<file path="src/rtl/f_fetch_unit_pkg.sv">
// rtl/f_fetch_unit_pkg.sv - F-stage defaults, state encodings and AdEL range helper
package f_fetch_unit_pkg;

  localparam logic [31:0] RESET_PC_DEFAULT  = 32'h0000_3000;
  localparam logic [31:0] NOP_INSTR_DEFAULT = 32'h0000_0000;
  localparam logic [31:0] ADEL_PC_LO        = 32'h0000_3000;
  localparam logic [31:0] ADEL_PC_HI        = 32'h0000_6FFC;

  typedef enum logic {
    FS_FETCH = 1'b0,
    FS_HOLD  = 1'b1
  } fs_state_t;

  function automatic logic pc_adel(input logic [31:0] pc);
    return (pc[1:0] != 2'b00) || (pc < ADEL_PC_LO) || (pc > ADEL_PC_HI);
  endfunction

endpackage

</file>
<file path="src/rtl/f_instr_buf.sv">
// rtl/f_instr_buf.sv - one-entry skid buffer for a fetched word that met a stall
module f_instr_buf
  import f_fetch_unit_pkg::*;
#(
  parameter logic [31:0] NOP_INSTR = NOP_INSTR_DEFAULT
) (
  input  logic        clk,
  input  logic        reset,
  input  logic        load,
  input  logic        clear,
  input  logic [31:0] data_in,
  output logic [31:0] data,
  output logic        full
);

  always_ff @(posedge clk) begin
    if (reset) begin
      data <= NOP_INSTR;
      full <= 1'b0;
    end else if (load) begin
      data <= data_in;
      full <= 1'b1;
    end else if (clear) begin
      full <= 1'b0;
    end
  end

endmodule

</file>
<file path="src/rtl/f_fetch_unit.sv">
// rtl/f_fetch_unit.sv - F stage: holds F_pc, fetches from variable-latency imem, loads F/D
// Optional FETCH_ADEL_CHECK_EN: suppress misaligned/out-of-range fetches, flag via D_exc_adel.
module f_fetch_unit
  import f_fetch_unit_pkg::*;
#(
  parameter logic [31:0] RESET_PC  = RESET_PC_DEFAULT,
  parameter logic [31:0] NOP_INSTR = NOP_INSTR_DEFAULT
) (
  input  logic        clk,
  input  logic        reset,
  input  logic [31:0] npc,
  input  logic        stall,
  output logic [31:0] F_pc,
  output logic        imem_req,
  output logic [31:0] imem_addr,
  input  logic        imem_ack,
  input  logic [31:0] imem_rdata,
  output logic [31:0] D_pc,
  output logic [31:0] D_instr,
  output logic        D_valid,
  output logic        fetch_wait
`ifdef FETCH_ADEL_CHECK_EN
  ,
  output logic        D_exc_adel
`endif
);

  fs_state_t   state, state_next;
  logic        slot_adel;
  logic        slot_done;
  logic [31:0] slot_word;
  logic        d_load, d_from_buf;
  logic        buf_load, buf_clear;
  logic [31:0] buf_data;
  logic        buf_full;

`ifdef FETCH_ADEL_CHECK_EN
  assign slot_adel = pc_adel(F_pc);
`else
  assign slot_adel = 1'b0;
`endif

  // A suppressed fetch completes at once with a bubble, as if the memory had acked.
  assign slot_done = slot_adel | imem_ack;
  assign slot_word = slot_adel ? NOP_INSTR : imem_rdata;
  assign imem_addr = F_pc;

  f_instr_buf #(
    .NOP_INSTR(NOP_INSTR)
  ) u_buf (
    .clk    (clk),
    .reset  (reset),
    .load   (buf_load),
    .clear  (buf_clear),
    .data_in(slot_word),
    .data   (buf_data),
    .full   (buf_full)
  );

  always_ff @(posedge clk) begin
    if (reset) state <= FS_FETCH;
    else       state <= state_next;
  end

  always_comb begin
    state_next = state;
    imem_req   = 1'b0;
    fetch_wait = 1'b0;
    d_load     = 1'b0;
    d_from_buf = 1'b0;
    buf_load   = 1'b0;
    buf_clear  = 1'b0;
    case (state)
      FS_FETCH: begin
        imem_req   = ~slot_adel;
        fetch_wait = ~slot_done;
        if (slot_done && !stall) begin
          d_load = 1'b1;
        end else if (slot_done && stall) begin
          buf_load   = 1'b1;
          state_next = FS_HOLD;
        end
      end
      FS_HOLD: begin
        if (!stall) begin
          d_load     = 1'b1;
          d_from_buf = 1'b1;
          buf_clear  = 1'b1;
          state_next = FS_FETCH;
        end
      end
      default: state_next = FS_FETCH;
    endcase
  end

  // npc is consumed only on the cycle F_pc advances, i.e. when F/D loads.
  always_ff @(posedge clk) begin
    if (reset) begin
      F_pc    <= RESET_PC;
      D_pc    <= RESET_PC;
      D_instr <= NOP_INSTR;
      D_valid <= 1'b0;
    end else if (d_load) begin
      F_pc    <= npc;
      D_pc    <= F_pc;
      D_instr <= (d_from_buf && buf_full) ? buf_data : slot_word;
      D_valid <= 1'b1;
    end
  end

`ifdef FETCH_ADEL_CHECK_EN
  logic hold_adel;

  always_ff @(posedge clk) begin
    if (reset) begin
      hold_adel  <= 1'b0;
      D_exc_adel <= 1'b0;
    end else begin
      if (buf_load) hold_adel <= slot_adel;
      if (d_load)   D_exc_adel <= d_from_buf ? hold_adel : slot_adel;
    end
  end
`endif

endmodule
</file>
<file path="config.mk">
export PLATFORM = sky130hd
export DESIGN_NAME = f_fetch_unit
export DESIGN_NICKNAME = d
export VERILOG_FILES = /design/src/rtl/f_fetch_unit_pkg.sv /design/src/rtl/f_instr_buf.sv /design/src/rtl/f_fetch_unit.sv
export SDC_FILE = /design/constraint.sdc
export NUM_CORES = 1
export LEC_CHECK = 0
export CAP_MARGIN = 20
export CORE_ASPECT_RATIO = 1.1
export CORE_MARGIN = 3
export CORE_UTILIZATION = 45
export CTS_CLUSTER_SIZE = 14
export DETAILED_ROUTE_END_ITERATION = 16
export MAX_ROUTING_LAYER = met4
export PLACE_DENSITY = 0.82
export SETUP_SLACK_MARGIN = 0.5
export SYNTH_ARGS = -nofsm -noshare
export SYNTH_HDL_FRONTEND = slang
export SYNTH_HIERARCHICAL = 1
export SYNTH_SLANG_ARGS = --single-unit
</file>
<file path="constraint.sdc">
create_clock -name clk -period 1.7 [get_ports clk]
set_clock_uncertainty 0.05 [all_clocks]
set_input_delay 0.34 -clock clk [delete_from_list [all_inputs] [get_ports clk]]
set_output_delay 0.34 -clock clk [all_outputs]
set_load 0.1 [all_outputs]
</file>
==> results.py, run 1 <==
metrics = {
    "synthesis": {
        "netlist.top_cell.by_area": "dfxtp_1",
        "synthTopCellsByArea": "dfxtp_1 48%, nand2_1 11%, a211oi_2 6.8%",
        "ys_warn_count": 6,
        "synth_ff_type": "dfxtp_1",
        "synth_edf_count": 0,
        "async_flop_share": 0,
        "synth_commonest_cells": "160 x nand2_1, 131 x dfxtp_1, 68 x nor2_1",
        "syn_avg_cell_area_um2": 9.02,
        "synth_top_area_frac": 0.478,
        "synth-seq-cells": 131,
        "synth.most_common_cell": "nand2_1",
        "syn_area_um2": 5480,
        "ys_seq_area_frac": 0.478,
        "yosys.cell_types.count": 21,
        "synthesis.nets": 676,
        "synth_cells": 608,
    },
    "status": {
        "status": "aborted with a tool error",
        "stop_error": "[ERROR DPL-0033] detailed placement checks failed during check placement.",
        "haltStage": "clock tree synthesis (4_1_cts)",
    },
    "die": {
        "fp.dieW_um": 111,
        "rows": 41,
        "initial_core_util": 0.469,
        "ios": 199,
        "dieHeight_um": 122,
    },
    "placed_design": {
        "port_buffers": 198,
        "routabilityCongestion": 0.825,
        "post-dp-hpwl_um": 11700,
        "place_ws_ns": -0.259,
        "dp_cells": 899,
    },
    "clock_network": {
        "numCtsBuffers": 17,
        "clock-root-buffer": "clkbuf_16",
        "clock-sinks": 131,
        "cts_resized": 177,
        "cts-htree-levels": 4,
        "clk_path_buf_depth": 2,
        "ctsHoldBuffers": 0,
        "cts_setup_buffers": 66,
    },
}
## per-stage QoR
step                hold WS, ns  cell area, um2  utilization
floorplan                 0.407            5840            -
global placement          0.412            8900        0.761
detailed placement        0.418            8900        0.761
## cell families after synthesis
logic type,share of synthesized area
AO/OA/AOI/OAI,0.182
buffers and inverters,0.113
flip-flops,0.478
multiplexers,0.0584
AND/OR/NAND/NOR,0.168
==> run 2, diff against run 1 <==
CORE_ASPECT_RATIO = default   (was 1.1)
CORE_UTILIZATION = 32   (was 45)
CTS_CLUSTER_SIZE = default   (was 14)
MAX_ROUTING_LAYER = default   (was met4)
PLACE_DENSITY = default   (was 0.82)
PLACE_DENSITY_LB_ADDON = 0.15   (was default)
SETUP_SLACK_MARGIN = default   (was 0.5)
==> results.py, run 2 <==
metrics = {
    "status": {
        "status": "completed",
    },
    "cells_and_area": {
        "drive_gt1_frac": 0.359,
        "antenna_cells": 0,
        "fin_nets": 833,
        "design_area_um2": 9350,
        "instances_no_fill": 998,
        "syn2layout_area_growth_pct": 70.5,
        "utilization": 0.560,
        "layout_common_cells": "160 x nand2_1, 142 x buf_12, 98 x dfxtp_1, 67 x nor2_1, 65 x clkdlybuf4s50_1",
        "final_common_cell": "nand2_1",
    },
    "global_routing": {
        "grt_max_degree": 43,
        "grtUsageTotal": 0.171,
        "grt_pass1_vias": 4641,
        "grt_pass1_wl_um": 25000,
        "antenna_found_initial": 1,
        "grt.overflow.total": 0,
    },
    "drt": {
        "first_pass_iters": 4,
        "num_vias": 4585,
        "drt-initial-drc-count": 157,
        "drcViolationCount": 0,
        "wirelength_um": 15700,
        "routedWlPerCell_um": 15.7,
        "ant_nets": 0,
        "viasPerCell": 4.59,
    },
    "job": {
        "drv_cap": 0,
    },
    "placed_design": {
        "post-dp-hpwl_um": 11500,
        "placed_area_um2": 8780,
        "port_buffers": 198,
        "dp_cells": 966,
        "routabilityCongestion": 0.791,
    },
    "synthesis": {
        "synthSimpleGateAreaFrac": 0.168,
        "ys_warn_count": 6,
        "syn_area_um2": 5480,
        "synth_ff_type": "dfxtp_1",
        "synth-seq-cells": 131,
        "synthTopCellsByArea": "dfxtp_1 48%, nand2_1 11%, a211oi_2 6.8%",
        "yosys.cell_types.count": 21,
        "muxShareOfSynthArea": 0.0584,
        "synth_top_family_by_area": "compound AO/OA/AOI/OAI gates",
        "synthesis.nets": 676,
        "netlist.top_cell.by_area": "dfxtp_1",
        "synth_top_area_frac": 0.478,
        "synthXorXnorAreaFrac": 0,
        "synth_edf_count": 0,
        "synth_commonest_cells": "160 x nand2_1, 131 x dfxtp_1, 68 x nor2_1",
        "synth_compound_area_frac": 0.182,
        "synthAdderAreaFrac": 0,
        "synth_cells": 608,
        "async_flop_share": 0,
        "syn_avg_cell_area_um2": 9.02,
        "synth.most_common_cell": "nand2_1",
        "ys_seq_area_frac": 0.478,
    },
    "timing": {
        "worstMarginPinSlew_ns": 0.364,
        "rsz0062_at_grt": "no",
        "period_needed_ns": 1.54,
        "relSlewSlack": 0.757,
        "finalCritPeriodShare": 0.908,
        "whs_ns": 0.271,
        "max_clock_freq_ghz": 0.648,
        "final-setup-viol-count": 0,
        "drv_slew": 0,
        "hold_viol": 0,
        "tns_ns": 0,
    },
    "clock_network": {
        "cts_tree": "done",
        "clk_path_buf_depth": 2,
        "numCtsBuffers": 17,
        "cts_setup_buffers": 0,
        "cts_resized": 0,
        "path_clk_slew_ns": 0.06,
        "ctsHoldBuffers": 0,
        "clk_latency_ns": 0.41,
        "cts-htree-levels": 4,
        "clock-sinks": 131,
        "clock-root-buffer": "clkbuf_16",
    },
    "critical_path": {
        "critPathMaxStageDelay_ns": 0.42,
        "rr_worst_depth": 4,
        "crit_family": "flip-flops",
        "startpoint_type": "flop",
        "path_cells": "clkinvlp_4 -> buf_12",
        "path_max_fanout": 6,
        "critPathBufInv": 2,
        "cp.depth": 2,
        "crit_required_ns": 1.31,
        "crit_path_end_kind": "output pin",
        "slowest_stage": "dfxtp_4",
        "critPathArrivalTime_ns": 1.15,
        "crit_type": "reg -> out",
    },
    "die": {
        "ios": 199,
        "dieHeight_um": 137,
        "initial_core_util": 0.328,
        "fp.coreArea_um2": 16700,
        "rows": 47,
        "fp.dieArea_um2": 18700,
        "fp.dieW_um": 137,
    },
    "power_and_ir_drop": {
        "peakVddDrop_uv": 822,
        "p_per_area_nw_per_um2": 1020,
        "power.leakage_nw": 3.59,
    },
    "worst_hold_path": {
        "whs_path_depth": 2,
        "hp-class": "in -> reg",
    },
}
run 2: where the power goes:
group / switching [W] / internal [W] / leakage [nW]
clock network: 0.00133 / 0.00216 / 0.274
registers: 0.000203 / 0.00324 / 1.08
logic: 0.00160 / 0.000953 / 2.23
run 2: metal layers:
| metal | vias up | track usage | part of all wire |
|---|---|---|---|
| met4 | 2 | 0.0649 | 0.020 |
| li1 | 2282 | - | - |
| met3 | 21 | 0.0537 | 0.070 |
| met5 | - | 0 | 0.00083 |
| met1 | 2135 | 0.212 | 0.42 |
| met2 | 145 | 0.278 | 0.49 |
run 2: final timing paths:
path	start	endpoint	slack, ns
max	state$_SDFF_PP0_	imem_req	0.16
min	reset	u_buf/data[23]$_SDFFE_PP0P_	0.27
max reg2reg	state$_SDFF_PP0_	D_instr[0]$_SDFFE_PP0P_	0.29
min reg2reg	u_buf/full$_SDFFE_PP0P_	u_buf/full$_SDFFE_PP0P_	0.44
run 2: layout make-up:
cell class | count | area, um2
fillers | 1426 | 7350
repair buffers | 217 | 3570
flip-flops and latches | 131 | 2670
multi-input cells | 396 | 2260
clock buffers | 23 | 489
well taps | 220 | 275
clock inverters | 9 | 77.6
inverters | 2 | 11.3
run 2: through the flow:
step,worst slack (ns),power (W)
floorplan,-0.0936,0.00510
global placement,-0.134,0.00605
detailed placement,-0.210,0.00608
CTS,0.0145,0.00959
global route,0.109,0.00986
finish,0.157,0.00949
run 2: cell families after synthesis:
| kind of cell | Yosys count |
|---|---|
| buf+inv | 81 |
| compound gates | 127 |
| simple gates | 237 |
| flops | 131 |
| mux | 32 |
Power figures use the tool's default switching activity.
==> run 3, diff against run 2 <==
CAP_MARGIN = default   (was 20)
SLEW_MARGIN = 10   (was default)
TNS_END_PERCENT = 20   (was default)
==> results.py, run 3 (synthesized netlist as in run 2, its figures left out) <==
metrics = {
    "status": {
        "status": "completed",
    },
    "drt": {
        "routedWlPerCell_um": 15.7,
        "drcViolationCount": 0,
        "ant_nets": 0,
        "num_vias": 4675,
        "viasPerCell": 4.69,
        "drt-initial-drc-count": 189,
        "first_pass_iters": 4,
        "wirelength_um": 15600,
    },
    "placed_design": {
        "post-dp-hpwl_um": 11400,
        "routabilityCongestion": 0.765,
        "place_ws_ns": -0.185,
        "port_buffers": 198,
        "dp_cells": 965,
    },
    "cells_and_area": {
        "fin_nets": 832,
        "drive_gt1_frac": 0.317,
        "syn2layout_area_growth_pct": 69.7,
        "layout_common_cells": "160 x nand2_1, 142 x buf_12, 130 x dfxtp_1, 67 x nor2_1, 66 x clkdlybuf4s50_1",
        "antenna_cells": 0,
        "seq_area_um2": 2630,
        "n_fill_cell": 1443,
        "utilization": 0.557,
        "final_common_cell": "nand2_1",
        "instances_no_fill": 996,
        "multi_input_area_um2": 2260,
    },
    "critical_path": {
        "path_max_fanout": 4,
        "slowest_stage": "clkdlybuf4s50_1",
        "crit_path_end_kind": "output pin",
        "crit_required_ns": 1.31,
        "critPathMaxStageDelay_ns": 0.54,
        "critPathArrivalTime_ns": 1.28,
        "crit_type": "in -> out",
        "path_cells": "clkdlybuf4s50_1 -> nor2_4 -> buf_12",
        "startpoint_type": "input port",
    },
    "clock_network": {
        "clock-sinks": 131,
        "cts_setup_buffers": 0,
        "clk_path_buf_depth": 2,
        "numCtsBuffers": 17,
        "ctsHoldBuffers": 0,
        "cts-htree-levels": 4,
        "path_clk_slew_ns": 0.06,
        "cts_tree": "done",
        "clock-root-buffer": "clkbuf_16",
        "clk_latency_ns": 0.41,
    },
    "die": {
        "dieHeight_um": 137,
        "fp.dieW_um": 137,
        "initial_core_util": 0.328,
        "rows": 47,
        "fp.dieArea_um2": 18700,
        "fp.coreArea_um2": 16700,
        "ios": 199,
    },
    "timing": {
        "fin_ws_ns": 0.0329,
        "period_needed_ns": 1.67,
        "finalCritPeriodShare": 0.981,
        "hold_viol": 0,
        "worstMarginPinSlew_ns": 0.387,
        "whs_ns": 0.284,
        "relSlewSlack": 0.742,
        "max_clock_freq_ghz": 0.600,
        "drv_slew": 0,
        "final-setup-viol-count": 0,
    },
    "global_routing": {
        "grt_pass1_vias": 4737,
        "grtUsageTotal": 0.167,
        "grt_max_degree": 42,
        "grt_pass1_wl_um": 24600,
        "antenna_found_initial": 0,
        "grt.overflow.total": 0,
    },
    "job": {
        "drv_cap": 0,
    },
    "power_and_ir_drop": {
        "p_per_area_nw_per_um2": 1020,
        "power_w": 0.00950,
        "peakVddDrop_uv": 684,
        "power.leakage_nw": 3.57,
    },
    "worst_hold_path": {
        "hp-class": "in -> reg",
    },
}
==> run 3: through the flow <==
stage	cell area [um2]	TNS, ns
floorplan	5500	-5.16
global placement	8730	-8.06
detailed placement	8730	-12.25
CTS	9300	0
global route	9310	-0.00685
finish	9310	0
==> run 3: cell type report <==
type,count,share of cell area
repair buffers,216,0.383
flip-flops and latches,131,0.282
multi-input cells,396,0.243
clock buffers,21,0.0495
well taps,220,0.0296
clock inverters,10,0.0117
inverters,2,0.00121
==> run 3: metal layers <==
metal  GRT usage  vias up  wire [um]
li1            -     2280          -
met1       0.205     2235       6750
met2       0.284      144       7810
met3      0.0430       16        792
met4      0.0593        0        249
met5           0        -          0
==> run 3: path summary, 6_finish.rpt <==
kind	start	to	slack, ns	cells after the start
setup reg to reg	state$_SDFF_PP0_	u_buf/data[27]$_SDFFE_PP0P_	0.27	5
hold reg to reg	u_buf/full$_SDFFE_PP0P_	u_buf/full$_SDFFE_PP0P_	0.44	2
hold / removal	reset	u_buf/data[18]$_SDFFE_PP0P_	0.28	2
setup / recovery	imem_ack	fetch_wait	0.03	3
==> run 3: critical path, delay by kind of cell <==
kind                   cells  cell delay, ns
buffers and inverters      2            0.73
AND/OR/NAND/NOR            1            0.19
==> run 3: what timing repair did <==
action / CTS / global route
endpoints found under the setup margin: 0 / 1
gates resized for setup: 0 / 1
endpoints found under the hold margin: 0 / 0
==> run 3: where the power goes <==
group / leakage, nW / internal [W] / total (W) / switching [W]
clock: 0.278 / 0.00221 / 0.00351 / 0.00129
combinational: 2.22 / 0.000950 / 0.00256 / 0.00161
sequential: 1.07 / 0.00323 / 0.00343 / 0.000203
